==> src/rtl/mpeg_splitter.sv <==
// mpeg_splitter: splits an MPEG program stream into a video elementary stream and a
// byte stream holding everything else (pack/system headers, PES headers, other streams).
//
// Ports:
//   clk, rst         clock; synchronous active-low reset
//   clk_en           global clock enable; when low all state and outputs hold
//   mpeg_in          program-stream byte, valid the cycle after mpeg_rd
//   mpeg_empty       upstream FIFO empty
//   mpeg_rd          upstream FIFO read strobe (combinational)
//   vid_out, vid_wr  video byte and write strobe (registered)
//   vid_afull        video FIFO almost full
//   misc_out, misc_wr non-video byte and write strobe (registered)
//   misc_afull       misc FIFO almost full
//   vid_bytes        saturating count of vid_wr pulses, only when
//                    MPEG_SPLITTER_VID_COUNT_EN is defined
module mpeg_splitter (
    input  logic        clk,
    input  logic        rst,
    input  logic        clk_en,
    input  logic [7:0]  mpeg_in,
    input  logic        mpeg_empty,
    output logic        mpeg_rd,
    output logic [7:0]  vid_out,
    output logic        vid_wr,
    input  logic        vid_afull,
    output logic [7:0]  misc_out,
    output logic        misc_wr,
    input  logic        misc_afull
`ifdef MPEG_SPLITTER_VID_COUNT_EN
    ,
    output logic [31:0] vid_bytes
`endif
);

    typedef enum logic [3:0] {
        StNonPack        = 4'd0,
        StNonVideoSize0  = 4'd1,
        StNonVideoSize1  = 4'd2,
        StNonVideoStream = 4'd3,
        StVideoSize0     = 4'd4,
        StVideoSize1     = 4'd5,
        StVideoTsHeader  = 4'd6,
        StVideoMisc      = 4'd7,
        StVideoTimestamp = 4'd8,
        StVideoStream    = 4'd9
    } state_e;

    state_e      state_q, state_d;
    logic [23:0] header_q, header_d;
    logic [15:0] pkt_cnt_q, pkt_cnt_d;
    logic [7:0]  ts_cnt_q, ts_cnt_d;
    logic        in_ready_q, in_ready_d;
    logic [7:0]  vid_out_q, vid_out_d;
    logic [7:0]  misc_out_q, misc_out_d;
    logic        vid_wr_q, vid_wr_d;
    logic        misc_wr_q, misc_wr_d;
    logic        to_vid;
    logic        dst_afull;
    logic        consume;

    assign to_vid    = (state_q == StVideoStream);
    assign dst_afull = to_vid ? vid_afull : misc_afull;
    assign consume   = clk_en & in_ready_q & ~dst_afull;
    assign mpeg_rd   = clk_en & ~mpeg_empty & (~in_ready_q | consume);

    always_comb begin
        state_d    = state_q;
        header_d   = header_q;
        pkt_cnt_d  = pkt_cnt_q;
        ts_cnt_d   = ts_cnt_q;
        // A read refills the holding slot; otherwise it empties only when consumed.
        in_ready_d = mpeg_rd | (in_ready_q & ~consume);
        vid_wr_d   = consume & to_vid;
        misc_wr_d  = consume & ~to_vid;
        vid_out_d  = (consume & to_vid) ? mpeg_in : vid_out_q;
        misc_out_d = (consume & ~to_vid) ? mpeg_in : misc_out_q;

        if (consume) begin
            header_d = {header_q[15:0], mpeg_in};
            case (state_q)
                StNonPack: begin
                    if (header_q == 24'h000001) begin
                        if (mpeg_in[7:4] == 4'hE) begin
                            state_d = StVideoSize0;
                        end else if (mpeg_in == 8'hBA) begin
                            // Pack header: fixed 8 trailing bytes.
                            state_d   = StNonVideoStream;
                            pkt_cnt_d = 16'd8;
                        end else begin
                            state_d = StNonVideoSize0;
                        end
                    end
                end
                StNonVideoSize0: begin
                    pkt_cnt_d = {mpeg_in, pkt_cnt_q[7:0]};
                    state_d   = StNonVideoSize1;
                end
                StNonVideoSize1: begin
                    pkt_cnt_d = {pkt_cnt_q[15:8], mpeg_in};
                    state_d   = ({pkt_cnt_q[15:8], mpeg_in} == 16'd0) ? StNonPack
                                                                       : StNonVideoStream;
                end
                StVideoSize0: begin
                    pkt_cnt_d = {mpeg_in, pkt_cnt_q[7:0]};
                    state_d   = StVideoSize1;
                end
                StVideoSize1: begin
                    pkt_cnt_d = {pkt_cnt_q[15:8], mpeg_in};
                    state_d   = ({pkt_cnt_q[15:8], mpeg_in} == 16'd0) ? StNonPack
                                                                       : StVideoTsHeader;
                end
                default: begin
                    // Payload-counted states; the length exit wins over any sub-state.
                    pkt_cnt_d = pkt_cnt_q - 16'd1;
                    if (state_q == StVideoTimestamp) begin
                        ts_cnt_d = ts_cnt_q - 8'd1;
                    end
                    if (pkt_cnt_q == 16'd1) begin
                        state_d = StNonPack;
                    end else begin
                        case (state_q)
                            StVideoTsHeader: begin
                                if (mpeg_in == 8'hFF) begin
                                    state_d = StVideoTsHeader;
                                end else if (mpeg_in[7:6] == 2'b01) begin
                                    state_d = StVideoMisc;
                                end else if (mpeg_in[5:4] == 2'b00) begin
                                    state_d = StVideoStream;
                                end else if (mpeg_in[5:4] == 2'b10) begin
                                    state_d  = StVideoTimestamp;
                                    ts_cnt_d = 8'd4;
                                end else if (mpeg_in[5:4] == 2'b11) begin
                                    state_d  = StVideoTimestamp;
                                    ts_cnt_d = 8'd9;
                                end
                            end
                            StVideoMisc: state_d = StVideoTsHeader;
                            StVideoTimestamp: begin
                                if (ts_cnt_q == 8'd1) begin
                                    state_d = StVideoStream;
                                end
                            end
                            default: state_d = state_q;
                        endcase
                    end
                end
            endcase
        end
    end

    always_ff @(posedge clk) begin
        if (!rst) begin
            state_q    <= StNonPack;
            header_q   <= 24'hFFFFFF;
            pkt_cnt_q  <= 16'd0;
            ts_cnt_q   <= 8'd0;
            in_ready_q <= 1'b0;
            vid_out_q  <= 8'h00;
            misc_out_q <= 8'h00;
            vid_wr_q   <= 1'b0;
            misc_wr_q  <= 1'b0;
        end else if (clk_en) begin
            state_q    <= state_d;
            header_q   <= header_d;
            pkt_cnt_q  <= pkt_cnt_d;
            ts_cnt_q   <= ts_cnt_d;
            in_ready_q <= in_ready_d;
            vid_out_q  <= vid_out_d;
            misc_out_q <= misc_out_d;
            vid_wr_q   <= vid_wr_d;
            misc_wr_q  <= misc_wr_d;
        end
    end

    assign vid_out  = vid_out_q;
    assign vid_wr   = vid_wr_q;
    assign misc_out = misc_out_q;
    assign misc_wr  = misc_wr_q;

`ifdef MPEG_SPLITTER_VID_COUNT_EN
    logic [31:0] vid_cnt_q, vid_cnt_d;

    // Counts alongside vid_wr_d so the count already includes the pulse on vid_wr.
    assign vid_cnt_d = (vid_wr_d && vid_cnt_q != 32'hFFFFFFFF) ? vid_cnt_q + 32'd1 : vid_cnt_q;

    always_ff @(posedge clk) begin
        if (!rst) begin
            vid_cnt_q <= 32'd0;
        end else if (clk_en) begin
            vid_cnt_q <= vid_cnt_d;
        end
    end

    assign vid_bytes = vid_cnt_q;
`endif

endmodule

==> config.mk <==
export PLATFORM = sky130hd
export DESIGN_NAME = mpeg_splitter
export DESIGN_NICKNAME = d
export VERILOG_FILES = /design/src/rtl/mpeg_splitter.sv
export SDC_FILE = /design/constraint.sdc
export NUM_CORES = 1
export LEC_CHECK = 0
export CAP_MARGIN = 20
export CORE_UTILIZATION = 45
export CTS_CLUSTER_SIZE = 20
export DETAILED_ROUTE_END_ITERATION = 7
export HOLD_SLACK_MARGIN = 0.02
export PLACE_DENSITY = 0.68
export SYNTH_ARGS = -nofsm -noshare
export SYNTH_HDL_FRONTEND = slang
export SYNTH_SLANG_ARGS = --single-unit
==> constraint.sdc <==
create_clock -name clk -period 2.2 [get_ports clk]
set_input_delay 0.66 -clock clk [delete_from_list [all_inputs] [get_ports clk]]
set_output_delay 0.66 -clock clk [all_outputs]
set_load 0.02 [all_outputs]
==> results of run 1 <==
## cell usage after synthesis (all sizes together), types with 2 or more instances
cell,instances
nand2,94
dfxtp,71
nand3,41
a21oi,20
clkbuf,20
o21ai,20
nor2b,18
mux2i,17
nor2,17
nor3,12
nor4,12
inv,10
o211ai,10
buf,7
nand4,7
nor3b,7
a31o,6
nand2b,5
nand3b,5
o22ai,5
o31ai,5
a21boi,4
ha,4
o211a,4
xnor2,4
a211oi,3
o21a,3
o41ai,3
or2,3
a21o,2
a221o,2
a221oi,2
a22oi,2
a31oi,2
and4bb,2
nor4b,2
or3b,2
## kinds of logic (layout without fill, tap and decap cells)
kind of cell	after synthesis	count (layout)	synth area share (%)
DFF	71	71	36.7
xor gates and xnor gates	5	5	1.13
AOI/OAI and AO/OA	99	99	18.5
and+or+nand+nor	233	233	32.0
buffers and inverters	38	118	5.39
adders and majority gates	4	4	1.29
muxes	18	18	5.00
## layout make-up
type,instances,share of cell area [%]
Tap cell,105,2.66
Sequential cell,71,29.0
Clock inverter,6,1.85
Timing Repair Buffer,92,15.7
Clock buffer,10,2.79
Inverter,10,0.761
Multi-Input combinational cell,359,47.3
## per-layer routing
layer | vias up | routed length (um)
li1 | 1839 | -
met3 | 28 | 518
met5 | - | 0
met1 | 1762 | 4800
met4 | 0 | 291
met2 | 110 | 5090
## critical path, delay by kind of cell, from the launching register on
family                 cells  cell delay (ns)
and+or+nand+nor            1             0.31
AOI/OAI and AO/OA          1             0.12
buffers and inverters      1             0.15
muxes                      1             0.32
DFF                        1             0.32
## metrics by stage
step                area [um^2]  power [uW]
floorplan                  3880        1440
CTS                        4850        2740
detailed placement         4580        1540
finish                     4930        2740
global placement           4580        1540
global route               4930        2820
## registers in the layout, indices dropped and copies added, names as in the netlist
name	flops
state_q	4
misc_out	8
misc_wr	1
ts_cnt_q	8
header_q	24
vid_wr	1
pkt_cnt_q	16
vid_out	8
in_ready_q	1
## worst paths after layout
path,start,to,slack (ns),cells past startpoint
setup reg to reg,header_q[22],pkt_cnt_q[0],0.02,6
setup / recovery,state_q[2],mpeg_rd,-0.04,4
hold / removal,header_q[17],header_q[17],0.47,2
hold reg to reg,header_q[17],header_q[17],0.47,2
## where the power goes
group          switching, uW  total [uW]  leakage, uW  internal [uW]
logic                    114         201      0.00127           86.9
clock network            543        1220     0.000117            677
registers               14.5        1320     0.000573           1300
## repair_timing
action	in CTS	in global routing
gates resized for setup	36	19
hold buffers	0	0
setup buffers	4	4
pin swaps	8	8
setup endpoints to repair	22	12
==> impl_results.rst, run 1 <==
.. list-table::
   :header-rows: 1

   * - Metric
     - Value
   * - HP Class
     - reg2reg
   * - Portion of the post-synthesis area used by sequential elements
     - a little under two fifths
   * - Library cells used by synthesis
     - between 70 and 80
   * - Global-route wire length before repair
     - about 17 mm
   * - Met3 track utilization from global routing
     - between 4 and 5%
   * - Final Max Slew Viols
     - 0
   * - RSZ-0062 raised after global routing
     - yes
   * - Starting Density
     - a little under half
   * - EDFF count, synth
     - 0
   * - Cell with the largest stage delay on the worst path
     - dfxtp_2
   * - Clock insertion delay at the later pin of the skew report
     - ~0.36 ns
   * - Most common library cell in the layout ignoring fill and taps
     - nand2_1
   * - Average cell area after synthesis
     - just over 8 um^2
   * - Gate count after technology mapping
     - 468
   * - FF/Latch Area
     - 1430 um^2
   * - Leak pwr
     - between 0.0015 and 0.002 uW
   * - Die outline height
     - between 90 and 100 um
   * - Number of sinks handled by clock tree synthesis
     - 71
   * - Leftover overflow at the end of global routing
     - 0
   * - Final ANT Viol Nets
     - 0
   * - Buffer cell driving the clock tree root
     - clkbuf_8
   * - Required time of the worst setup path
     - around 1.5 ns
   * - Die ar.
     - 8990 um^2
   * - Cell accounting for the most synthesized area
     - dfxtp_1
   * - Total of endpoints with negative setup slack in the final report
     - 2
   * - Port Buf Inserts
     - 32
   * - Final period demand of the worst path
     - 2.24 ns
   * - Multi-input gate area in the final layout
     - between 2000 and 2500 um^2
   * - Failing checks
     - negative setup slack
   * - Via count of the first global-routing pass
     - around 3400
   * - Count of fill cells added during filler insertion
     - 743
   * - Drc violations
     - 0
   * - Worst slack on hold paths
     - roughly 0.47 ns
   * - Count of maximum capacitance violations
     - 0
   * - Setup TNS
     - -0.0406 ns
   * - Total wire length after detailed routing
     - 10.7 mm
   * - Setup Skew
     - between 0.01 and 0.015 ns
   * - Commonest cells after routing, fill and taps aside
     - nand2_1 (93), dfxtp_1 (66), buf_4 (57)
   * - Routed wire per std cell
     - roughly 16 um
   * - Synthesized cell area
     - approximately 3900 um^2
   * - Final Hold Vio Count
     - 0
   * - Number of buffers on the longest clock path
     - 2
   * - GR Layer Usage met1
     - around 33%
   * - Maximum net fanout on the critical path
     - 2
   * - Worst relative slew slack
     - between 60% and 70%
   * - Worst-case vdd ir drop
     - ~0.31 mV
   * - Pin count of the biggest net entering global routing
     - 90
   * - Share of the core filled with cells in the final layout
     - approximately three fifths
   * - Initial antenna violation count
     - 0
   * - Post-Place Setup Slack
     - -0.697 ns
   * - Arrival time worst endpoint
     - roughly 1.6 ns
   * - Via density per instance
     - about 5.7
   * - CTS clk-pin slew, worst paths
     - roughly 0.08 ns
   * - Relative area change from synthesis to final layout
     - 27.3%
   * - Drt pass-1 iters
     - 6
   * - Std cell rows
     - 33
   * - Ant diodes
     - 0
   * - Synth area leaders
     - dfxtp_1 (37%), nand2_1 (9.1%), nand3_1 (5.0%)
   * - Inst Count DP
     - roughly 630
   * - Critical path class
     - reg2out
   * - Net count reported at finish
     - around 560
   * - Final setup slack of the worst path
     - -0.0369 ns
   * - Slowest Stage Delay on Critical Path
     - roughly 0.32 ns
   * - Initial detailed-routing violation count
     - 200
   * - Top cell type's share of synthesized area
     - a little under two fifths
   * - Half-perimeter wire length after detailed placement
     - between 7 and 8 mm
   * - Synthesis-stage register bit count
     - 71
   * - Async set or reset register ratio after synthesis
     - 0%
   * - Crit path cell chain
     - and4bb_2 -> mux2_4 -> a21oi_2 -> buf_4
   * - Startpoint types
     - register
   * - Post-layout instance count excluding filler cells
     - between 600 and 700
   * - Final period util
     - 102%
   * - Crit. End Element
     - output pin
   * - H-tree levels
     - 3
   * - Areal power density over the cells
     - 555 nW/um^2
   * - Met2 track utilization from global routing
     - between 30 and 40%
   * - Maximum clock frequency
     - between 0.4 and 0.5 GHz
   * - Run status
     - complete, but fails checks
   * - Worst Tran Pin Value
     - between 0.5 and 0.6 ns
   * - Die width
     - between 90 and 100 um
   * - Share of post-route cells with drive strength above 1
     - around 24%
   * - Floorplan Core Area
     - 8260 um^2
   * - Top-Level Pins
     - 33
   * - Prevailing post-synth register cell
     - dfxtp_1
   * - Number of buffers inserted during clock tree synthesis
     - 9
   * - Count of synthesis-stage warnings from yosys
     - 0
   * - Synth Net Count
     - 486
   * - Total GRT Usage
     - between 20% and 30%
   * - Busiest metal layer after global routing
     - met2
   * - CTS tree
     - yes
   * - GPL Wtd Cong
     - just under 0.9
   * - Count of vias placed by the detailed router
     - ~3700
Note: power is estimated with default switching activity, not from simulation.
==> run 2, diff against run 1 <==
--- a/config.mk
+++ b/config.mk
@@ -10,7 +10,7 @@
 export CTS_CLUSTER_SIZE = 20
 export DETAILED_ROUTE_END_ITERATION = 7
 export HOLD_SLACK_MARGIN = 0.02
-export PLACE_DENSITY = 0.68
+export PLACE_DENSITY = 0.66
 export SYNTH_ARGS = -nofsm -noshare
 export SYNTH_HDL_FRONTEND = slang
 export SYNTH_SLANG_ARGS = --single-unit
==> constraint.sdc (replaced) <==
create_clock -name clk -period 2.9 [get_ports clk]
set_input_delay 0.87 -clock clk [delete_from_list [all_inputs] [get_ports clk]]
set_output_delay 0.87 -clock clk [all_outputs]
set_load 0.02 [all_outputs]
==> run 2 against run 1 <==
Final area fell by 5.2%. First-iteration DRC count rose by 31%. Largest power group unchanged. Routed wire length fell by 6.4%. Via count fell by 4.0%. Core utilization fell by 3.1 points. Die area did not move. Clock power fell by 27%. The flow now finishes without violations. Sequential share of layout area rose by 1.5 points. Global-route usage fell by 1.5 points. Cell count fell by 3.5%. Total power fell by 26%. Combinational power fell by 29%.
==> impl_results.rst, run 2 (synthesized netlist as in run 1, its figures left out) <==
.. list-table::
   :header-rows: 1

   * - Metric
     - Value
   * - Hold EP
     - header_q[21] (was header_q[17])
   * - Cell depth of the worst min-delay path
     - 2 (unchanged)
   * - Die outline height
     - 94.8 um (unchanged)
   * - Final period util
     - 95.2%
   * - Total GRT Usage
     - 23.6% (was 25.1%)
   * - Post-route standard cell area excluding fillers
     - 4670 um^2 (was 4930 um^2)
   * - Clock insertion delay at the later pin of the skew report
     - 0.35 ns (was 0.36 ns)
   * - Pin count of the biggest net entering global routing
     - 41 (was 90)
   * - Areal power density over the cells
     - 434 nW/um^2 (was 555 nW/um^2)
   * - Routed wire per std cell
     - 15.9 um (was 16.4 um)
   * - Internal
     - 1540 uW (was 2070 uW)
   * - Number of sinks handled by clock tree synthesis
     - 71 (unchanged)
   * - Total wire length after detailed routing
     - 10.0 mm (was 10.7 mm)
   * - FF-to-FF path depth
     - 6 (unchanged)
   * - HP Class
     - reg2reg (unchanged)
   * - R2R Path End
     - pkt_cnt_q[0] (unchanged)
   * - Start point of the worst hold path
     - header_q[21] (was header_q[17])
   * - Net count reported at finish
     - 539 (was 561)
   * - Maximum net fanout on the critical path
     - 2 (unchanged)
   * - Slowest Stage Delay on Critical Path
     - 0.43 ns (was 0.32 ns)
   * - Net Sw Frac
     - 24.2% (was 24.5%)
   * - Maximum clock frequency
     - approximately 0.36 GHz
   * - Final period demand of the worst path
     - 2.76 ns
   * - Count of vias placed by the detailed router
     - 3588 (was 3739)
   * - R2R setup slack
     - 0.64 ns (was 0.02 ns)
   * - Crit. End Element
     - output pin (unchanged)
   * - CTS clk-pin slew, worst paths
     - 0.08 ns (about the same)
   * - Most common library cell in the layout ignoring fill and taps
     - nand2_1 (unchanged)
   * - Startpoint types
     - input pin (was register)
   * - Drc violations
     - 0 (unchanged)
   * - Leak pwr
     - 0.00179 uW (was 0.00196 uW)
   * - Half-perimeter wire length after detailed placement
     - 6.97 mm (was 7.10 mm)
   * - Max FFs per register
     - 24 (unchanged)
   * - Buffer cell driving the clock tree root
     - clkbuf_8 (unchanged)
   * - Ant diodes
     - 0 (unchanged)
   * - H-tree levels
     - 3 (unchanged)
   * - Setup Skew
     - 0.0104 ns (was 0.0110 ns)
   * - Port Buf Inserts
     - 32 (unchanged)
   * - Relative area change from synthesis to final layout
     - 20.6% (was 27.3%)
   * - Initial detailed-routing violation count
     - 261 (was 200)
   * - Worst-case vdd ir drop
     - 0.240 mV (was 0.309 mV)
   * - Register with the highest flop count
     - header_q (unchanged)
   * - Global-route wire length before repair
     - 16.4 mm (was 17.2 mm)
   * - Via density per instance
     - 5.70 (was 5.73)
   * - Commonest cells after routing, fill and taps aside
     - nand2_1 (94), dfxtp_1 (71), nand3_1 (39) (was nand2_1 (93), dfxtp_1 (66), buf_4 (57))
   * - Arrival time worst endpoint
     - 1.89 ns (was 1.58 ns)
   * - Drt pass-1 iters
     - 5 (was 6)
   * - Required time of the worst setup path
     - 2.03 ns (was 1.54 ns)
   * - PnR Total Power
     - 2030 uW (was 2740 uW)
   * - Largest registers
     - header_q x24, pkt_cnt_q x16 (unchanged)
   * - Worst relative slew slack
     - 51.9% (was 66.4%)
   * - Number of buffers on the longest clock path
     - 2 (unchanged)
   * - Startpoint of the lowest-slack register-to-register path
     - header_q[20] (was header_q[22])
   * - Crit path cell chain
     - clkdlybuf4s50_1 -> mux2_2 -> a21oi_1 -> buf_2 (was and4bb_2 -> mux2_4 -> a21oi_2 -> buf_4)
   * - Die ar.
     - 8990 um^2 (unchanged)
   * - Worst Tran Pin Value
     - 0.722 ns (was 0.500 ns)
   * - Std cell rows
     - 33 (unchanged)
   * - Cell area reported after detailed placement
     - 4450 um^2 (was 4580 um^2)
   * - Final Max Slew Viols
     - 0 (unchanged)
   * - Count of maximum capacitance violations
     - 0 (unchanged)
   * - Via count of the first global-routing pass
     - 3323 (was 3442)
   * - Final Hold Vio Count
     - 0 (unchanged)
   * - Share of post-route cells with drive strength above 1
     - 17.0% (was 24.1%)
   * - Floorplan Core Area
     - 8260 um^2 (unchanged)
   * - Total of endpoints with negative setup slack in the final report
     - 0 (was 2)
   * - Worst slack on hold paths
     - 0.474 ns (was 0.469 ns)
   * - Flop pwr share
     - 49.2% (was 48.1%)
   * - Die width
     - 94.8 um (unchanged)
   * - CTS tree
     - yes (unchanged)
   * - Share of the core filled with cells in the final layout
     - 56.6% (was 59.7%)
   * - Part of the power in combinational logic
     - 7.0% (was 7.3%)
   * - Critical path class
     - in2out (was reg2out)
   * - Starting Density
     - 46.9% (unchanged)
   * - Clk pwr share
     - 43.8% (was 44.6%)
   * - Leftover overflow at the end of global routing
     - 0 (unchanged)
   * - Run status
     - completed (was complete, but fails checks)
   * - Final ANT Viol Nets
     - 0 (unchanged)
   * - Count of fill cells added during filler insertion
     - 752 (was 743)
   * - Top-Level Pins
     - 33 (unchanged)
   * - Cell with the largest stage delay on the worst path
     - clkdlybuf4s50_1 (was dfxtp_2)
   * - GPL Wtd Cong
     - 0.945 (was 0.881)
   * - Number of buffers inserted during clock tree synthesis
     - 9 (unchanged)
   * - Net switching component of the power
     - 491 uW (was 671 uW)
   * - RSZ-0062 raised after global routing
     - no (was yes)
   * - Initial antenna violation count
     - 0 (unchanged)
-- run 2: cell count changes in the layout (fill, tap and decap cells not counted), sizes merged --
cell	before	now
clkinvlp	0	1
clkdlybuf4s50	20	30
dlygate4sd2	3	0
clkdlybuf4s15	3	0
inv	12	11
clkbuf	11	9
buf	65	40
-- run 2: cell type report --
class	count	area, um^2	area share (%)
Clock buffer	9	124	2.65
Clock inverter	6	93.8	2.01
Inverter	10	37.5	0.803
Multi-Input combinational cell	359	2250	48.2
Sequential cell	71	1420	30.4
Tap cell	105	131	2.81
Timing Repair Buffer	70	612	13.1
-- run 2: power by group through the flow --
| stage | Combinational [uW] | Clock (uW) | Sequential, uW |
|---|---|---|---|
| floorplan | 70.0 | 0 | 1020 |
| global placement | 142 | 0 | 1020 |
| detailed placement | 143 | 0 | 1020 |
| CTS | 143 | 908 | 997 |
| global route | 153 | 942 | 999 |
| finish | 143 | 887 | 997 |
-- run 2: worst max path at each step --
| stage | startpoint | to |
|---|---|---|
| after floorplan | mpeg_in[6] | pkt_cnt_q[0] |
| after global placement | vid_afull | mpeg_rd |
| after detailed placement | misc_afull | mpeg_rd |
| after CTS | misc_afull | mpeg_rd |
| after global routing | mpeg_in[0] | pkt_cnt_q[9] |
| final | misc_afull | mpeg_rd |
-- run 2: timing repair --
item | CTS | global route
pin swaps | 0 | 1
resized for setup | 3 | 3
setup endpoints to repair | 1 | 7
hold buffers | 0 | 0
setup buffers | 0 | 0
-- run 2: through the flow --
stage | std cells | setup slack, ns | TNS [ns]
CTS | 630 | 0.0199 | 0
detailed placement | 615 | -0.324 | -2.84
global placement | 615 | -0.286 | -2.68
finish | 630 | 0.138 | 0
global route | 630 | 0.0157 | 0
floorplan | 468 | 0.287 | 0
-- run 2: per-layer routing --
metal  track usage [%]  share of wire (%)  up-vias
met2              38.0                 47      102
met1              30.5                 45     1685
met3              4.99                6.3       18
met5                 0                  0        -
met4              9.97                2.0        0
li1                  -                  -     1783
-- run 2: critical path: cells and delay by family --
kind	cells	cell delay, ns
buffers and inverters	2	0.61
multiplexers	1	0.28
AO/OA/AOI/OAI	1	0.14
==> run 3, diff against run 2 <==
--- a/config.mk
+++ b/config.mk
@@ -6,6 +6,7 @@
 export NUM_CORES = 1
 export LEC_CHECK = 0
 export CAP_MARGIN = 20
+export CORE_MARGIN = 4
 export CORE_UTILIZATION = 45
 export CTS_CLUSTER_SIZE = 20
 export DETAILED_ROUTE_END_ITERATION = 7
==> run 3 against run 2 <==
Routed wire length shrank 0.37%. Total power grew 0.39%. Worst setup slack lost 0.011 ns. Clock skew grew 0.0058 ns. Core utilization shrank 0.28 points. Clock power grew 1%. Fmax shrank 0.40%. Via count grew 1.1%. Worst hold slack lost 0.0036 ns. First-iteration DRC count shrank 2.3%. Critical endpoint unchanged. Largest cell class unchanged.
==> impl_results.rst, run 3 (synthesized netlist as in run 1, its figures left out) <==
.. list-table::
   :header-rows: 1

   * - Metric
     - Value
   * - Run status
     - completed (unchanged)
   * - Count of fill cells added during filler insertion
     - 741 (was 752)
   * - Total GRT Usage
     - 20.4% (was 23.6%)
   * - Ant diodes
     - 0 (unchanged)
   * - Count of vias placed by the detailed router
     - 3626 (was 3588)
   * - Drt pass-1 iters
     - 5 (unchanged)
   * - Worst-case vdd ir drop
     - 0.315 mV (was 0.240 mV)
   * - H-tree levels
     - 3 (unchanged)
   * - Via density per instance
     - 5.75 (was 5.70)
   * - Final Hold Vio Count
     - 0 (unchanged)
   * - Flop pwr share
     - 49.0% (was 49.2%)
   * - CTS tree
     - yes (unchanged)
   * - Slowest Stage Delay on Critical Path
     - 0.43 ns (about the same)
   * - Setup Skew
     - 0.0162 ns (was 0.0104 ns)
   * - Maximum clock frequency
     - 0.361 GHz (was 0.362 GHz)
   * - Initial detailed-routing violation count
     - 255 (was 261)
   * - Internal
     - 1540 uW (about the same)
   * - Max FFs per register
     - 24 (unchanged)
   * - Total of endpoints with negative setup slack in the final report
     - 0 (unchanged)
   * - Routed wire per std cell
     - 15.8 um (was 15.9 um)
   * - Leak pwr
     - 0.00179 uW (about the same)
   * - Kind of cell adding the most delay to the critical path
     - buffers and inverters (unchanged)
   * - Worst relative slew slack
     - 51.8% (was 51.9%)
   * - Part of the power in combinational logic
     - 7.0% (about the same)
   * - Via count of the first global-routing pass
     - 3298 (was 3323)
   * - Crit path buf inv count
     - 2 (unchanged)
   * - Buffer cell driving the clock tree root
     - clkbuf_8 (unchanged)
   * - Die width
     - 101 um (was 94.8 um)
   * - Count of maximum capacitance violations
     - 0 (unchanged)
   * - Areal power density over the cells
     - 435 nW/um^2 (was 434 nW/um^2)
   * - Clk pwr share
     - 44.0% (was 43.8%)
   * - Commonest cells after routing, fill and taps aside
     - nand2_1 (94), dfxtp_1 (71), nand3_1 (39) (unchanged)
   * - HP Class
     - reg2reg (unchanged)
   * - Relative area change from synthesis to final layout
     - 20.6% (unchanged)
   * - Number of buffers on the longest clock path
     - 2 (unchanged)
   * - Worst Tran Pin Value
     - 0.722 ns (about the same)
   * - Arrival time worst endpoint
     - 1.90 ns (was 1.89 ns)
   * - Die outline height
     - 101 um (was 94.8 um)
   * - Final ANT Viol Nets
     - 0 (unchanged)
   * - Number of buffers inserted during clock tree synthesis
     - 9 (unchanged)
   * - Number of sinks handled by clock tree synthesis
     - 71 (unchanged)
   * - Initial antenna violation count
     - 0 (unchanged)
   * - Multi-input gate area in the final layout
     - 2250 um^2 (unchanged)
   * - Global-route wire length before repair
     - 16.4 mm (about the same)
   * - RSZ-0062 raised after global routing
     - no (unchanged)
   * - GPL Wtd Cong
     - 0.926 (was 0.945)
   * - Starting Density
     - 46.7% (was 46.9%)
   * - Std cell rows
     - 33 (unchanged)
   * - Startpoint types
     - input pin (unchanged)
   * - Net Sw Frac
     - 24.3% (was 24.2%)
   * - Net count reported at finish
     - 539 (unchanged)
   * - Floorplan Core Area
     - 8300 um^2 (was 8260 um^2)
   * - Worst slack on hold paths
     - 0.470 ns (was 0.474 ns)
   * - Setup TNS
     - 0 ns (unchanged)
   * - FF-to-FF path depth
     - 7 (was 6)
   * - Register with the highest flop count
     - header_q (unchanged)
   * - Critical path class
     - in2out (unchanged)
   * - Required time of the worst setup path
     - 2.03 ns (about the same)
   * - Crit path cell chain
     - clkdlybuf4s50_1 -> mux2_2 -> a21oi_1 -> buf_2 (unchanged)
   * - Half-perimeter wire length after detailed placement
     - 6.99 mm (was 6.97 mm)
   * - Clock insertion delay at the later pin of the skew report
     - 0.36 ns (was 0.35 ns)
   * - FF/Latch Area
     - 1420 um^2 (unchanged)
   * - Pin count of the biggest net entering global routing
     - 43 (was 41)
   * - Final period demand of the worst path
     - 2.77 ns (was 2.76 ns)
   * - Hold Buf Count CTS
     - 0 (unchanged)
   * - Net switching component of the power
     - 495 uW (was 491 uW)
   * - Cell with the largest stage delay on the worst path
     - clkdlybuf4s50_1 (unchanged)
   * - Most common library cell in the layout ignoring fill and taps
     - nand2_1 (unchanged)
   * - Crit. End Element
     - output pin (unchanged)
   * - Largest registers
     - header_q x24, pkt_cnt_q x16 (unchanged)
   * - Port Buf Inserts
     - 32 (unchanged)
   * - Share of post-route cells with drive strength above 1
     - 16.9% (was 17.0%)
   * - Stages on the worst setup path
     - 4 (unchanged)
   * - Cell depth of the worst min-delay path
     - 2 (unchanged)
   * - Drc violations
     - 0 (unchanged)
   * - Die ar.
     - 10200 um^2 (was 8990 um^2)
   * - Final Max Slew Viols
     - 0 (unchanged)
   * - Final period util
     - 95.6% (was 95.2%)
   * - Top-Level Pins
     - 33 (unchanged)
   * - Total wire length after detailed routing
     - 9.98 mm (was 10.0 mm)
   * - Maximum net fanout on the critical path
     - 2 (unchanged)
   * - CTS clk-pin slew, worst paths
     - 0.07 ns (was 0.08 ns)
   * - Leftover overflow at the end of global routing
     - 0 (unchanged)
==> run 3: cell count changes in the layout (fill, tap and decap cells not counted), sizes merged <==
| cell | before | now |
|---|---|---|
| clkbuf | 9 | 10 |
==> run 3: power by group through the flow <==
stage          clock network, uW  logic, uW  registers, uW
6_report                     896        142            997
5_1_grt                      963        153            999
4_1_cts                      921        142            997
3_5_place_dp                   0        142           1020
3_3_place_gp                   0        141           1020
2_1_floorplan                  0       70.0           1020
==> run 3: layout make-up <==
cell class / instances / share of cell area, %
Clock inverter: 6 / 2.01
Timing Repair Buffer: 70 / 13.0
Tap cell: 105 / 2.81
Sequential cell: 71 / 30.4
Clock buffer: 10 / 2.73
Inverter: 10 / 0.803
Multi-Input combinational cell: 359 / 48.2
==> run 3: final timing paths <==
| path | from | endpoint | slack [ns] |
|---|---|---|---|
| worst max-delay path | misc_afull | mpeg_rd | 0.13 |
| worst min-delay path | header_q[18] | header_q[18] | 0.47 |
| worst max register to register | header_q[20] | pkt_cnt_q[10] | 0.60 |
| worst min register to register | header_q[18] | header_q[18] | 0.47 |
==> run 3: per-stage QoR <==
stage	utilization (%)	setup WS (ns)	instance area, um^2	total power (uW)	std cells
after floorplan	-	0.287	3870	1090	468
final	56.3	0.127	4670	2030	631
after CTS	56.2	0.00667	4670	2060	630
after global placement	53.6	-0.288	4450	1160	614
after global routing	56.3	0.0443	4670	2110	631
after detailed placement	53.6	-0.340	4450	1160	614
==> run 3: layer usage <==
metal	global-route usage, %	up-vias	share of wire, %
met4	8.08	0	2.4
met2	31.6	98	47
met1	27.6	1717	46
met3	4.29	17	4.8
met5	0	-	0
li1	-	1794	-
==> run 3: what timing repair did <==
| action | in CTS | in global routing |
|---|---|---|
| hold endpoints to repair | 0 | 0 |
| setup endpoints to repair | 1 | 9 |
| gates resized for setup | 3 | 2 |
| pin swaps | 0 | 0 |
| buffers inserted | 0 | 1 |
==> run 3: worst register-to-register path, stage by stage, from the launching register on <==
cell and delay [ns]:
dfxtp_1 0.33, nor4b_1 0.35, nand4_1 0.22, or3b_4 0.49
a211oi_4 0.31, buf_4 0.21, a21oi_1 0.08, a31o_2 0.20
==> variant 1, RTL diff (flow settings as in run 3) <==
The option `MPEG_SPLITTER_VID_COUNT_EN` is turned on by a define.
--- a/src/rtl/mpeg_splitter.sv
+++ b/src/rtl/mpeg_splitter.sv
@@ -14,4 +14,6 @@
 //   vid_bytes        saturating count of vid_wr pulses, only when
 //                    MPEG_SPLITTER_VID_COUNT_EN is defined
+`define MPEG_SPLITTER_VID_COUNT_EN
+
 module mpeg_splitter (
     input  logic        clk,
Behaviour (old outputs only; new: vid_bytes): unchanged (equiv_simple and equiv_induct, registers matched by name and starting in step).
==> variant 1 against run 3 <==
- sequential cell count increased by 32
- largest cell class unchanged
- setup slack better by 0.0014 ns
- first-iteration DRC count rose by 60%
- final area up 35%
- synthesized cell count grew 36%
- total power up 35%
- wire length grew 38%
- worst hold slack gained 0.0017 ns
- highest routed layer unchanged
- area after synthesis grew 31%
==> variant 1: results (changes against run 3) <==
yosysSeqAreaShare_pct: 40.5  # +3.9 points
hp-start: "vid_out[3]"
met1_usage_pct: 29.7  # +2.2 points
drv_slew: 0  # unchanged
place.port_buffers: 64  # +100%
yosysWarnings: 0  # unchanged
drt-total-wl_mm: 13.8  # +38%
cts_resized: 3  # unchanged
dp_cells: 844  # +37%
cts_setup_buffers: 0  # unchanged
cts_buffer_depth: 2  # unchanged
drt_iter0_markers: 408  # +60%
grt_max_degree: 54  # +26%
finClkSkew_ns: 0.0139  # -0.00231 ns
syn_inst: 637  # +36%
critPathLaunch: "vid_afull"
yosys-top-cells-count: "nand2_1 (118), dfxtp_1 (103), nor2_1 (57), nand3_1 (45), a21oi_1 (31)"
hold_class: "flop to flop"
r2r-start: "state_q[2]"
num_vias: 4931  # +36%
peakVddDrop_uv: 373  # +18%
synth-async-reset-ratio_pct: 0  # unchanged
antenna_found_initial: 0  # unchanged
grt_use_met3_pct: 5.81  # +1.5 points
yosysUniqueCellTypes: 65  # -8.5%
clk_pin_slew_worst_paths_ns: 0.07  # about the same
synthTopCellsByArea: "dfxtp_1 (41%), nand2_1 (8.7%), nand3_1 (4.4%)"
grtUsageTotal_pct: 22.0  # +1.6 points
gp_congestion: 0.913  # -1.4%
fin_nets: 734  # +36%
largest_reg_flops: 32  # +33%
synth_edf_count: 0  # unchanged
drt_first_pass_iters: 5  # unchanged
dp_slack_ns: -0.313  # +0.0268 ns
slowest_delay_ns: 0.42
grt_pass1_vias: 4786  # +45%
drive_above_1_share_pct: 10.7  # -6.2 points
cts-root-buf: "clkbuf_16"
met2_usage_pct: 34.2  # +2.5 points
crit_fanout: 2  # unchanged
slew_headroom_pct: 53.9  # +2.0 points
cp_slowest_cell: "clkdlybuf4s50_1"
numCtsBuffers: 9  # unchanged
cts-htree-levels: 3  # unchanged
status: "completed"
n_antenna_cell: 0  # unchanged
syn_nets: 656  # +35%
synth_flop_cell: "dfxtp_1"
fin_cells: 860  # +36%
arrival_ns: 1.90  # about the same
dp_hpwl_mm: 9.61  # +38%
power.leakage_nw: 2.25  # +26%
grt_pass1_wl_mm: 23.3  # +42%
## variant 1: cell types whose count changed after synthesis, moves of 12 or more
cell / run 3 / this run
clkbuf_1: 16 / 30
a21oi_1: 17 / 31
dfxtp_1: 71 / 103
nor2_1: 16 / 57
nand2_1: 94 / 118
xnor2_1: 4 / 17
xor2_1: 1 / 13
nor3_1: 9 / 23
## variant 1: stage by stage
step                TNS, ns  cell area (um^2)  hold slack (ns)  total power, mW
floorplan                 0              5090            0.441             1.54
global placement      -1.04              6050            0.452             1.61
detailed placement    -2.31              6050            0.455             1.61
CTS                       0              6330            0.468             2.77
global route              0              6330            0.483             2.85
finish                    0              6330            0.472             2.74
## variant 1: cell families after synthesis
family                     after synthesis  share of synthesized area, %
and+or+nand+nor                        330                          32.8
adders and majority gates                5                          1.23
DFF                                    103                          40.5
xor gates and xnor gates                30                          5.17
AOI/OAI and AO/OA                      109                          14.5
buffers and inverters                   50                          3.79
muxes                                   10                          1.99
## variant 1: critical path: cells and delay by family
family          cells  cell delay (ns)
buf+inv             2             0.60
mux                 1             0.29
compound gates      1             0.15
## variant 1: cell type report
cell class	instances	area, um^2
Timing Repair Buffer	103	923
Multi-Input combinational cell	484	2830
Tap cell	140	175
Fill cell	1025	4610
Inverter	14	52.6
Clock buffer	12	256
Clock inverter	4	27.5
Sequential cell	103	2060
## variant 1: path summary, 6_finish.rpt
check                              endpoint  slack (ns)  cells past startpoint
worst max-delay path                mpeg_rd        0.13                      4
worst min-delay path             vid_out[3]        0.47                      2
worst max register to register  ts_cnt_q[0]        0.54                      8
worst min register to register   vid_out[3]        0.47                      2
## variant 1: metal layers
metal,share of wire (%),up-vias
met5,0,-
met1,46,2309
met3,7.1,15
met2,45,162
met4,1.5,0
li1,-,2445
## variant 1: where the power goes
part           total [mW]  internal (mW)  switching, mW
Combinational       0.140         0.0542         0.0853
Sequential           1.44           1.43        0.00880
Clock                1.16          0.632          0.533
==> variant 2, RTL diff (settings of run 3) <==
Without the edit above. Re-encode `state_e` (10 states) as one-hot, 10 bits wide.
--- a/src/rtl/mpeg_splitter.sv
+++ b/src/rtl/mpeg_splitter.sv
@@ -33,15 +33,15 @@
 );
 
-    typedef enum logic [3:0] {
-        StNonPack        = 4'd0,
-        StNonVideoSize0  = 4'd1,
-        StNonVideoSize1  = 4'd2,
-        StNonVideoStream = 4'd3,
-        StVideoSize0     = 4'd4,
-        StVideoSize1     = 4'd5,
-        StVideoTsHeader  = 4'd6,
-        StVideoMisc      = 4'd7,
-        StVideoTimestamp = 4'd8,
-        StVideoStream    = 4'd9
+    typedef enum logic [9:0] {
+        StNonPack        = 10'b0000000001,
+        StNonVideoSize0  = 10'b0000000010,
+        StNonVideoSize1  = 10'b0000000100,
+        StNonVideoStream = 10'b0000001000,
+        StVideoSize0     = 10'b0000010000,
+        StVideoSize1     = 10'b0000100000,
+        StVideoTsHeader  = 10'b0001000000,
+        StVideoMisc      = 10'b0010000000,
+        StVideoTimestamp = 10'b0100000000,
+        StVideoStream    = 10'b1000000000
     } state_e;
 
Check against the original RTL: no difference found for any inputs over 4 cycles, from zero or initial values and one cycle with rst low; so few cycles prove little.
==> variant 2 against run 3 <==
- setup slack got worse by 0.053 ns
- sequential power increased by 8%
- total power decreased by 1.4%
- sequential share of layout area increased by 0.32 points
- wire length increased by 14%
- die area increased by 5.4%
- count of clock-buffer cells in the layout decreased by 1
- sequential cell count increased by 6
- fmax decreased by 1.9%
- final area increased by 7.3%
- register-to-register slack got worse by 0.22 ns
- area after synthesis increased by 5.9%
- critical endpoint is now pkt_cnt_q[9]
==> variant 2: results (changes against run 3) <==
status: "completed"
num_vias: 4002  # +10%
yosysUniqueCellTypes: 72  # +1.4%
peakVddDrop_uv: 228  # -28%
fin_nets: 589  # +9.3%
drive_above_1_share_pct: 18.1  # +1.1 points
p_per_area_mw_per_mm2: 400  # -8.2%
drt_iter0_markers: 310  # +22%
yosysSeqAreaShare_pct: 37.6  # +0.89 points
synth.area.mux_share_pct: 6.62  # +1.6 points
synthTopCellsByArea: "dfxtp_1 (38%), nand2_1 (8.0%), mux2i_1 (6.3%)"
internal_power_mw: 1.45  # -5.6%
rrSetupSlack_ns: 0.38  # -0.22 ns
syn_inst: 502  # +7.3%
grt_pass1_vias: 3828  # +16%
met2_usage_pct: 35.1  # +3.5 points
synth_compound_gate_area_share_pct: 15.9  # -2.7 points
grtUsageTotal_pct: 22.3  # +2.0 points
dp_cells: 668  # +8.8%
clk_pin_slew_worst_paths_ns: 0.09  # +0.02 ns
yosys.area_share.adder_pct: 1.22  # -0.072 points
dp_slack_ns: -0.343  # -0.00333 ns
worstMarginPinSlew_ns: 0.677  # -0.0453 ns
cts_resized: 4  # +1
synth-xor-area-share_pct: 1.92  # +0.79 points
-- variant 2: changes by cell type after synthesis, moves of 6 or more --
cell	delta
nor2_1	+29
nor2b_1	-14
mux2i_1	+10
o211ai_1	-8
nand2_1	-7
a22oi_1	+6
buf_2	+6
dfxtp_1	+6
o21ai_0	-6
or4_1	+6
-- variant 2: layout make-up --
class | count | area [um^2]
Tap cell | 108 | 135
Sequential cell | 77 | 1540
Fill cell | 839 | 3790
Inverter | 15 | 56.3
Clock buffer | 9 | 124
Timing Repair Buffer | 89 | 743
Clock inverter | 7 | 57.6
Multi-Input combinational cell | 379 | 2360
-- variant 2: logic make-up after synthesis --
kind of cell             count (synthesis)
AND/OR/NAND/NOR                        249
AO/OA/AOI/OAI                           90
flip-flops                              77
buffers and inverters                   46
multiplexers                            27
XOR/XNOR                                 9
adder cells (fa/ha/maj)                  4
-- variant 2: metal layers --
| metal | vias up | wire length, um |
|---|---|---|
| met5 | - | 0 |
| met4 | 0 | 221 |
| met2 | 155 | 5350 |
| li1 | 1946 | - |
| met1 | 1879 | 5120 |
| met3 | 22 | 685 |
-- variant 2: worst max-delay path: cells and delay by family --
kind	cells	cell delay, ns
simple gates	4	1.40
compound gates	2	0.35
buf+inv	1	0.50
-- variant 2: worst max path at each step --
stage	slack, ns	to	cells past startpoint	from
6_report	0.07	pkt_cnt_q[9]	7	mpeg_in[0]
5_1_grt	0.01	pkt_cnt_q[9]	7	mpeg_in[0]
4_1_cts	0.003	mpeg_rd	5	clk_en
3_5_place_dp	-0.34	mpeg_rd	5	clk_en
3_3_place_gp	-0.32	mpeg_rd	4	vid_afull
2_1_floorplan	0.24	mpeg_rd	5	state_q[1]
